--- src/rtl/ram_arbiter.sv ---
// ram_arbiter: shares one async SRAM between the Atari cartridge bus (PHI2-timed, absolute priority)
// and a microcontroller using a 4-phase req/ack handshake; every access is four clk phases t0..t3.
module ram_arbiter #(
  parameter int ADDR_W = 15,
  parameter int DATA_W = 8
) (
  input  logic              clk,
  input  logic              reset,
  input  logic              fi2,
  input  logic              cart_req,
  input  logic              cart_we,
  input  logic [ADDR_W-1:0] cart_addr,
  input  logic [DATA_W-1:0] cart_wdata,
  output logic [DATA_W-1:0] cart_rdata,
  output logic              cart_done,
  input  logic              uc_req,
  input  logic              uc_we,
  input  logic [ADDR_W-1:0] uc_addr,
  input  logic [DATA_W-1:0] uc_wdata,
  output logic [DATA_W-1:0] uc_rdata,
  output logic              uc_ack,
  output logic              ram_oe_n,
  output logic              ram_we_n,
  output logic [ADDR_W-1:0] ram_addr,
  output logic [DATA_W-1:0] ram_dout,
  output logic              ram_dout_en,
  input  logic [DATA_W-1:0] ram_din,
  output logic              busy,
  output logic              cart_overrun
);
  typedef enum logic [1:0] {IDLE, CART, UC, UC_HOLD} state_t;
  state_t state, state_n;
  logic [1:0] phase;
  logic fi2_m, fi2_s, fi2_d, fi2_rise, fi2_fall, fi2_low;
  logic cart_hit, active, last, start_cart, start_uc, set_pending, overrun;
  logic cart_pending, a_we, p_we;
  logic [ADDR_W-1:0] a_addr, p_addr;
  logic [DATA_W-1:0] a_wdata, p_wdata;
  assign fi2_rise = fi2_s & ~fi2_d;
  assign fi2_fall = ~fi2_s & fi2_d;
  assign fi2_low = fi2_fall | ~fi2_s;
  assign cart_hit = fi2_rise & cart_req;
  assign active = state == CART || state == UC;
  assign last = phase == 2'd3;
  // a cart request seen while the uC owns the RAM is parked and taken right as the uC access ends
  assign start_cart = (state == IDLE || (state == UC && last)) && (cart_pending || cart_hit);
  assign start_uc = state == IDLE && !cart_pending && !cart_hit && !fi2_rise && fi2_low && uc_req && !uc_ack;
  assign set_pending = cart_hit && !cart_pending && (state == UC_HOLD || (state == UC && !last));
  assign overrun = cart_hit && (cart_pending || state == CART);
  always_comb begin
    state_n = state;
    if (start_cart) state_n = CART;
    else if (start_uc) state_n = UC;
    else if (state == CART && last) state_n = IDLE;
    else if (state == UC && last) state_n = UC_HOLD;
    else if (state == UC_HOLD && !uc_req) state_n = IDLE;
  end
  always_ff @(posedge clk or posedge reset)
    if (reset) begin
      fi2_m <= 1'b0;
      fi2_s <= 1'b0;
      fi2_d <= 1'b0;
      state <= IDLE;
      phase <= 2'd0;
      a_we <= 1'b0;
      a_addr <= '0;
      a_wdata <= '0;
      p_we <= 1'b0;
      p_addr <= '0;
      p_wdata <= '0;
      cart_pending <= 1'b0;
      cart_overrun <= 1'b0;
      uc_ack <= 1'b0;
      cart_rdata <= '0;
      uc_rdata <= '0;
    end else begin
      fi2_m <= fi2;
      fi2_s <= fi2_m;
      fi2_d <= fi2_s;
      state <= state_n;
      phase <= active ? phase + 2'd1 : 2'd0;
      if (start_cart) begin
        a_we <= cart_pending ? p_we : cart_we;
        a_addr <= cart_pending ? p_addr : cart_addr;
        a_wdata <= cart_pending ? p_wdata : cart_wdata;
      end else if (start_uc) begin
        a_we <= uc_we;
        a_addr <= uc_addr;
        a_wdata <= uc_wdata;
      end
      if (set_pending) begin
        p_we <= cart_we;
        p_addr <= cart_addr;
        p_wdata <= cart_wdata;
      end
      cart_pending <= set_pending | (cart_pending & ~start_cart);
      cart_overrun <= cart_overrun | overrun;
      uc_ack <= (state == UC && last) | (uc_ack & uc_req);
      if (active && !a_we && phase == 2'd2 && state == CART) cart_rdata <= ram_din;
      if (active && !a_we && phase == 2'd2 && state == UC) uc_rdata <= ram_din;
    end
  assign ram_addr = a_addr;
  assign ram_oe_n = ~(active & ~a_we);
  assign ram_we_n = ~(active & a_we & (phase == 2'd1 || phase == 2'd2));
  assign ram_dout_en = active & a_we;
  assign ram_dout = ram_dout_en ? a_wdata : '0;
  assign cart_done = state == CART && last;
  assign busy = state != IDLE || cart_pending;
endmodule

--- config.mk ---
export PLATFORM = sky130hd
export DESIGN_NAME = ram_arbiter
export DESIGN_NICKNAME = d
export VERILOG_FILES = /design/src/rtl/ram_arbiter.sv
export SDC_FILE = /design/constraint.sdc
export NUM_CORES = 1
export LEC_CHECK = 0
export CAP_MARGIN = 20
export CELL_PAD_IN_SITES_DETAIL_PLACEMENT = 1
export CELL_PAD_IN_SITES_GLOBAL_PLACEMENT = 1
export CORE_MARGIN = 1.5
export CORE_UTILIZATION = 42
export CTS_BUF_LIST = sky130_fd_sc_hd__clkbuf_4 sky130_fd_sc_hd__clkbuf_8
export DETAILED_ROUTE_END_ITERATION = 8
export PLACE_DENSITY_LB_ADDON = 0.1
export SYNTH_ARGS = -nofsm -noshare
export SYNTH_HDL_FRONTEND = slang
export SYNTH_SLANG_ARGS = --single-unit
--- constraint.sdc ---
create_clock -name clk -period 3.7 [get_ports clk]
set_input_delay 0.555 -clock clk [delete_from_list [all_inputs] [get_ports clk]]
set_output_delay 0.555 -clock clk [all_outputs]
set_load 0.05 [all_outputs]
* Word level (Yosys, flattened, before mapping)
Index checks and enable logic that the tools add are counted.
** Operators by class
- Eq/ne operators :: 6
- Reduce and logical (&&, ||, !) cells :: 36
- $add $sub $neg :: 1
- $lt $le $gt $ge :: 0
- Div/mod/pow operators :: 0
- Mux-type cells :: 16
- Bitwise operators :: 18
- Multipliers :: 0
- Shifts and indexed selects :: 0
** Operator list (count)
- two-way mux 15 bit :: 3
- two-way mux 8 bit :: 4
- logical AND 1 bit :: 18
- two-way mux 2 bit :: 6
- AND 1 bit :: 8
- equality test 2 bit, second input constant :: 4
- logical NOT 1 bit :: 7
- logical OR 1 bit :: 7
- inverter 1 bit :: 6
- nonzero test 5 bit :: 1
- equality test 2 x 1 -> 1 bit, second input constant :: 2
- bitwise OR 1 bit :: 4
- nonzero test 2 bit :: 2
- two-way mux 1 bit :: 3
- adder 2 x 1 -> 2 bit, second input constant :: 1
- logical NOT 2 bit :: 1
** Word-level totals
- Memory bits (read-only) :: 0
- Register bits :: 74
- Bits in latches :: 0
- Memories :: 0
- Bits in writable memories :: 0
- Output and inout port bits :: 46
- Bits of input ports :: 61
- Word-level logic and storage cells :: 93

* Longest topological paths before layout
- Depth in word-level cells :: 11
- Mapped depth :: 7
- Mapped depth without buffers :: 5

* Least setup slack after synthesis
Ideal clock, no wire load.
- Path type :: register -> output
- Start point :: register state[0]
- End point :: output ram_dout[0]
- Path slack :: 1732 ps
- Data required time :: 3145 ps
- Cell stages (with the launch flop) :: 5
- Arrival :: 1413 ps
- Path through :: dfrtp_1 inv_1 ha_1 clkbuf_1 and3_1
** Between the ends
- Longest elaborated chain between the ends :: 4
- Elaborated cells on any way between the ends :: 5
** RTL lines
- start, declared :: line 32 : state_t state, state_n;
- start signal, assigned :: line 80 : state <= state_n;
- equality test 2 x 1 -> 1 bit or equality test 2 bit (tied branches) :: line 43 : assign active = state == CART || state == UC;
- logical OR 1 bit * :: line 43
- AND 1 bit * :: line 105 : assign ram_dout_en = active & a_we;
- two-way mux 8 bit * :: line 106 : assign ram_dout = ram_dout_en ? a_wdata : '0;
- end, declared :: line 25 : output logic [DATA_W-1:0] ram_dout,
Mark *: on every way between the ends. The rest lies on a longest branch, timed or not.

* Worst setup path after layout
- Start point :: register state[0]
- End point :: output ram_dout[5]
Same word-level chain as after synthesis.

==> flow_metrics.env <==
export IMPL_status="complete, no violations"
export IMPL_cts_tree="done"
export IMPL_nets=477
export IMPL_final_fill_count=943
export IMPL_tns_ps=0
export IMPL_whs_ps=356
export IMPL_antenna_found_initial=0
export IMPL_vias=2853
export IMPL_ys_seq_area_share_pct=47.3
export IMPL_syn_avg_cell_area_um2=12.6
export IMPL_synth_warnings=0
export IMPL_max_cap_violations=0
export IMPL_netlist_area_um2=3910
export IMPL_cts_buffers=9
export IMPL_ctsHoldBuffers=0
export IMPL_ant_nets=0
export IMPL_die_area_um2=9910
export IMPL_worstSetupPathType="flip-flop to primary output"
export IMPL_seq_area_um2=1850
export IMPL_wire_per_inst_um=19.1
export IMPL_die_y_um=99.5
export IMPL_finalHoldViolations=0
export IMPL_routed_wirelength_um=10000
export IMPL_overflow=0
export IMPL_cts_root_buf="clkbuf_8"
export IMPL_min_period_ps=2900
export IMPL_htree_levels=3
export IMPL_path_clk_slew_ps=70
export IMPL_hp_class="flip-flop to flip-flop"
export IMPL_die_w_um=99.5
export IMPL_clock_skew_ps=14.1
export IMPL_dpl_instance_area_um2=5010
export IMPL_powerDensity_nw_per_um2=885
export IMPL_final_cell_mix="clkdlybuf4s50_1, dfrtp_1, mux2_2, inv_1, o21ai_0"
export IMPL_dpl_hpwl_um=6850
export IMPL_core_area_um2=9150
export IMPL_syn_inst=311
export IMPL_track_usage_pct=21.2
export IMPL_p_leak_uw=0.00222
export IMPL_setup_viol_count_final=0
export IMPL_worst_slew_margin_rel_pct=29.2
export IMPL_io_buffers=106
export IMPL_design_area_um2=5240
export IMPL_rows=35
export IMPL_clk_latency_ps=350
export IMPL_critPathMaxFanout=13
export IMPL_gp_congestion=0.812
export IMPL_drive_above_1_share_pct=27.2
export IMPL_cts_resized=0
export IMPL_ir_drop_mv=0.383
export IMPL_drc=0
export IMPL_ys_seq_elements=74
export IMPL_final_common_cell="clkdlybuf4s50_1"
export IMPL_dr_pass1_iters=4
export IMPL_cp_arrival_ps=2350
export IMPL_fin_crit_sh_pct=78.5
export IMPL_area_growth_pct=34.0
export IMPL_via_per_inst=5.42
export IMPL_drt_iter0_markers=57
export IMPL_post_route_util_pct=57.3
export IMPL_worst_pin_slew_ps=1060
export IMPL_antenna_cells=0
export IMPL_required_ps=3140
export IMPL_multi_input_area_um2=1780
export IMPL_clock_sinks=74
export IMPL_io_pin_count=107
export IMPL_cp_end_kind="primary output"
export IMPL_clock_path_buffers=2
export IMPL_grt_max_degree=43
export IMPL_postCtsSetupBuffers=0
export IMPL_grt_first_pass_wirelength_um=16300
export IMPL_max_freq_mhz=344
export IMPL_grt_setup_unrepaired="false"
export IMPL_yosysUniqueCellTypes=32
export IMPL_final_max_slew_viol_count=0
export IMPL_initial_core_util_pct=42.8
export IMPL_grt_pass1_vias=3192
export IMPL_startpoint_type="flip-flop"
export IMPL_total_power_uw=4640
export IMPL_synth_nets=378
## registers in the layout (all words and copies together), names as in the netlist
signal        flops
p_addr           15
ram_addr         15
a_wdata           8
cart_rdata        8
p_wdata           8
uc_rdata          8
phase             2
state             2
a_we              1
cart_overrun      1
cart_pending      1
fi2_d             1
fi2_m             1
fi2_s             1
p_we              1
uc_ack            1
## critical path, stage by stage, from the launching register on
cell,delay [ps]
dfrtp_1,410
inv_1,80
ha_1,490
and3_1,230
clkdlybuf4s50_1,800
## kinds of logic (layout without fill, tap and decap cells)
group | count (synthesis) | count (layout) | synth area share, %
simple gates | 29 | 29 | 4.73
buf+inv | 56 | 160 | 7.23
mux | 64 | 64 | 20.2
fa+ha+maj | 6 | 6 | 1.92
compound gates | 82 | 82 | 18.6
flops | 74 | 74 | 47.3
## per-layer routing
metal | wire length (um) | GRT usage (%)
met1 | 4480 | 26.4
met2 | 5110 | 37.6
met3 | 345 | 4.15
met4 | 95 | 5.53
met5 | 0 | 0
## path summary, 6_finish.rpt
| kind | startpoint | to | slack, ps | cells past startpoint |
|---|---|---|---|---|
| max | state[0] | ram_dout[5] | 800 | 4 |
| max in group asynchronous | reset | fi2_s | 2310 | 3 |
| min in group asynchronous | reset | p_addr[10] | 640 | 2 |
| max reg2reg | state[0] | a_we | 1180 | 6 |
| min | fi2_m | fi2_s | 360 | 0 |
| min reg2reg | fi2_m | fi2_s | 360 | 0 |
## report_power, final
part	internal (uW)	switching, uW
clock network	434	307
registers	1180	258
logic	1030	1430
total	2650	1990
## cell usage after synthesis, drive strengths merged
cell type | instances | area (um2)
nor2b | 3 | 18.8
o32ai | 1 | 8.76
nand2b | 2 | 12.5
ha | 6 | 75.1
and3b | 2 | 17.5
dfrtp | 74 | 1850
a22o | 1 | 8.76
o211ai | 24 | 180
a21o | 1 | 7.51
o211a | 1 | 10.0
nand3 | 1 | 5.00
nor2 | 1 | 3.75
o22a | 1 | 8.76
or2 | 1 | 6.26
o21ai | 25 | 125
o21bai | 2 | 15.0
and3 | 8 | 50.1
buf | 14 | 125
a21boi | 1 | 18.8
mux2 | 64 | 792
nand3b | 1 | 7.51
nand4bb | 1 | 27.5
a31o | 1 | 8.76
and2 | 1 | 6.26
nand2 | 8 | 30.0
clkbuf | 12 | 45.0
inv | 30 | 113
o221ai | 24 | 335
## per-stage QoR
step | instances | worst slack [ps]
after CTS | 526 | 766
final | 526 | 795
after detailed placement | 510 | 983
after global routing | 526 | 665
after global placement | 510 | 1020
after floorplan | 311 | 1260
## cell type report
cell class                      instances  share of cell area (%)
Clock inverter                          4                    1.38
Clock buffer                           12                    3.15
Inverter                               30                    2.17
Multi-Input combinational cell        181                    33.9
Tap cell                              111                    2.65
Sequential cell                        74                    35.3
Timing Repair Buffer                  114                    21.4
Power figures use the tool's default switching activity.
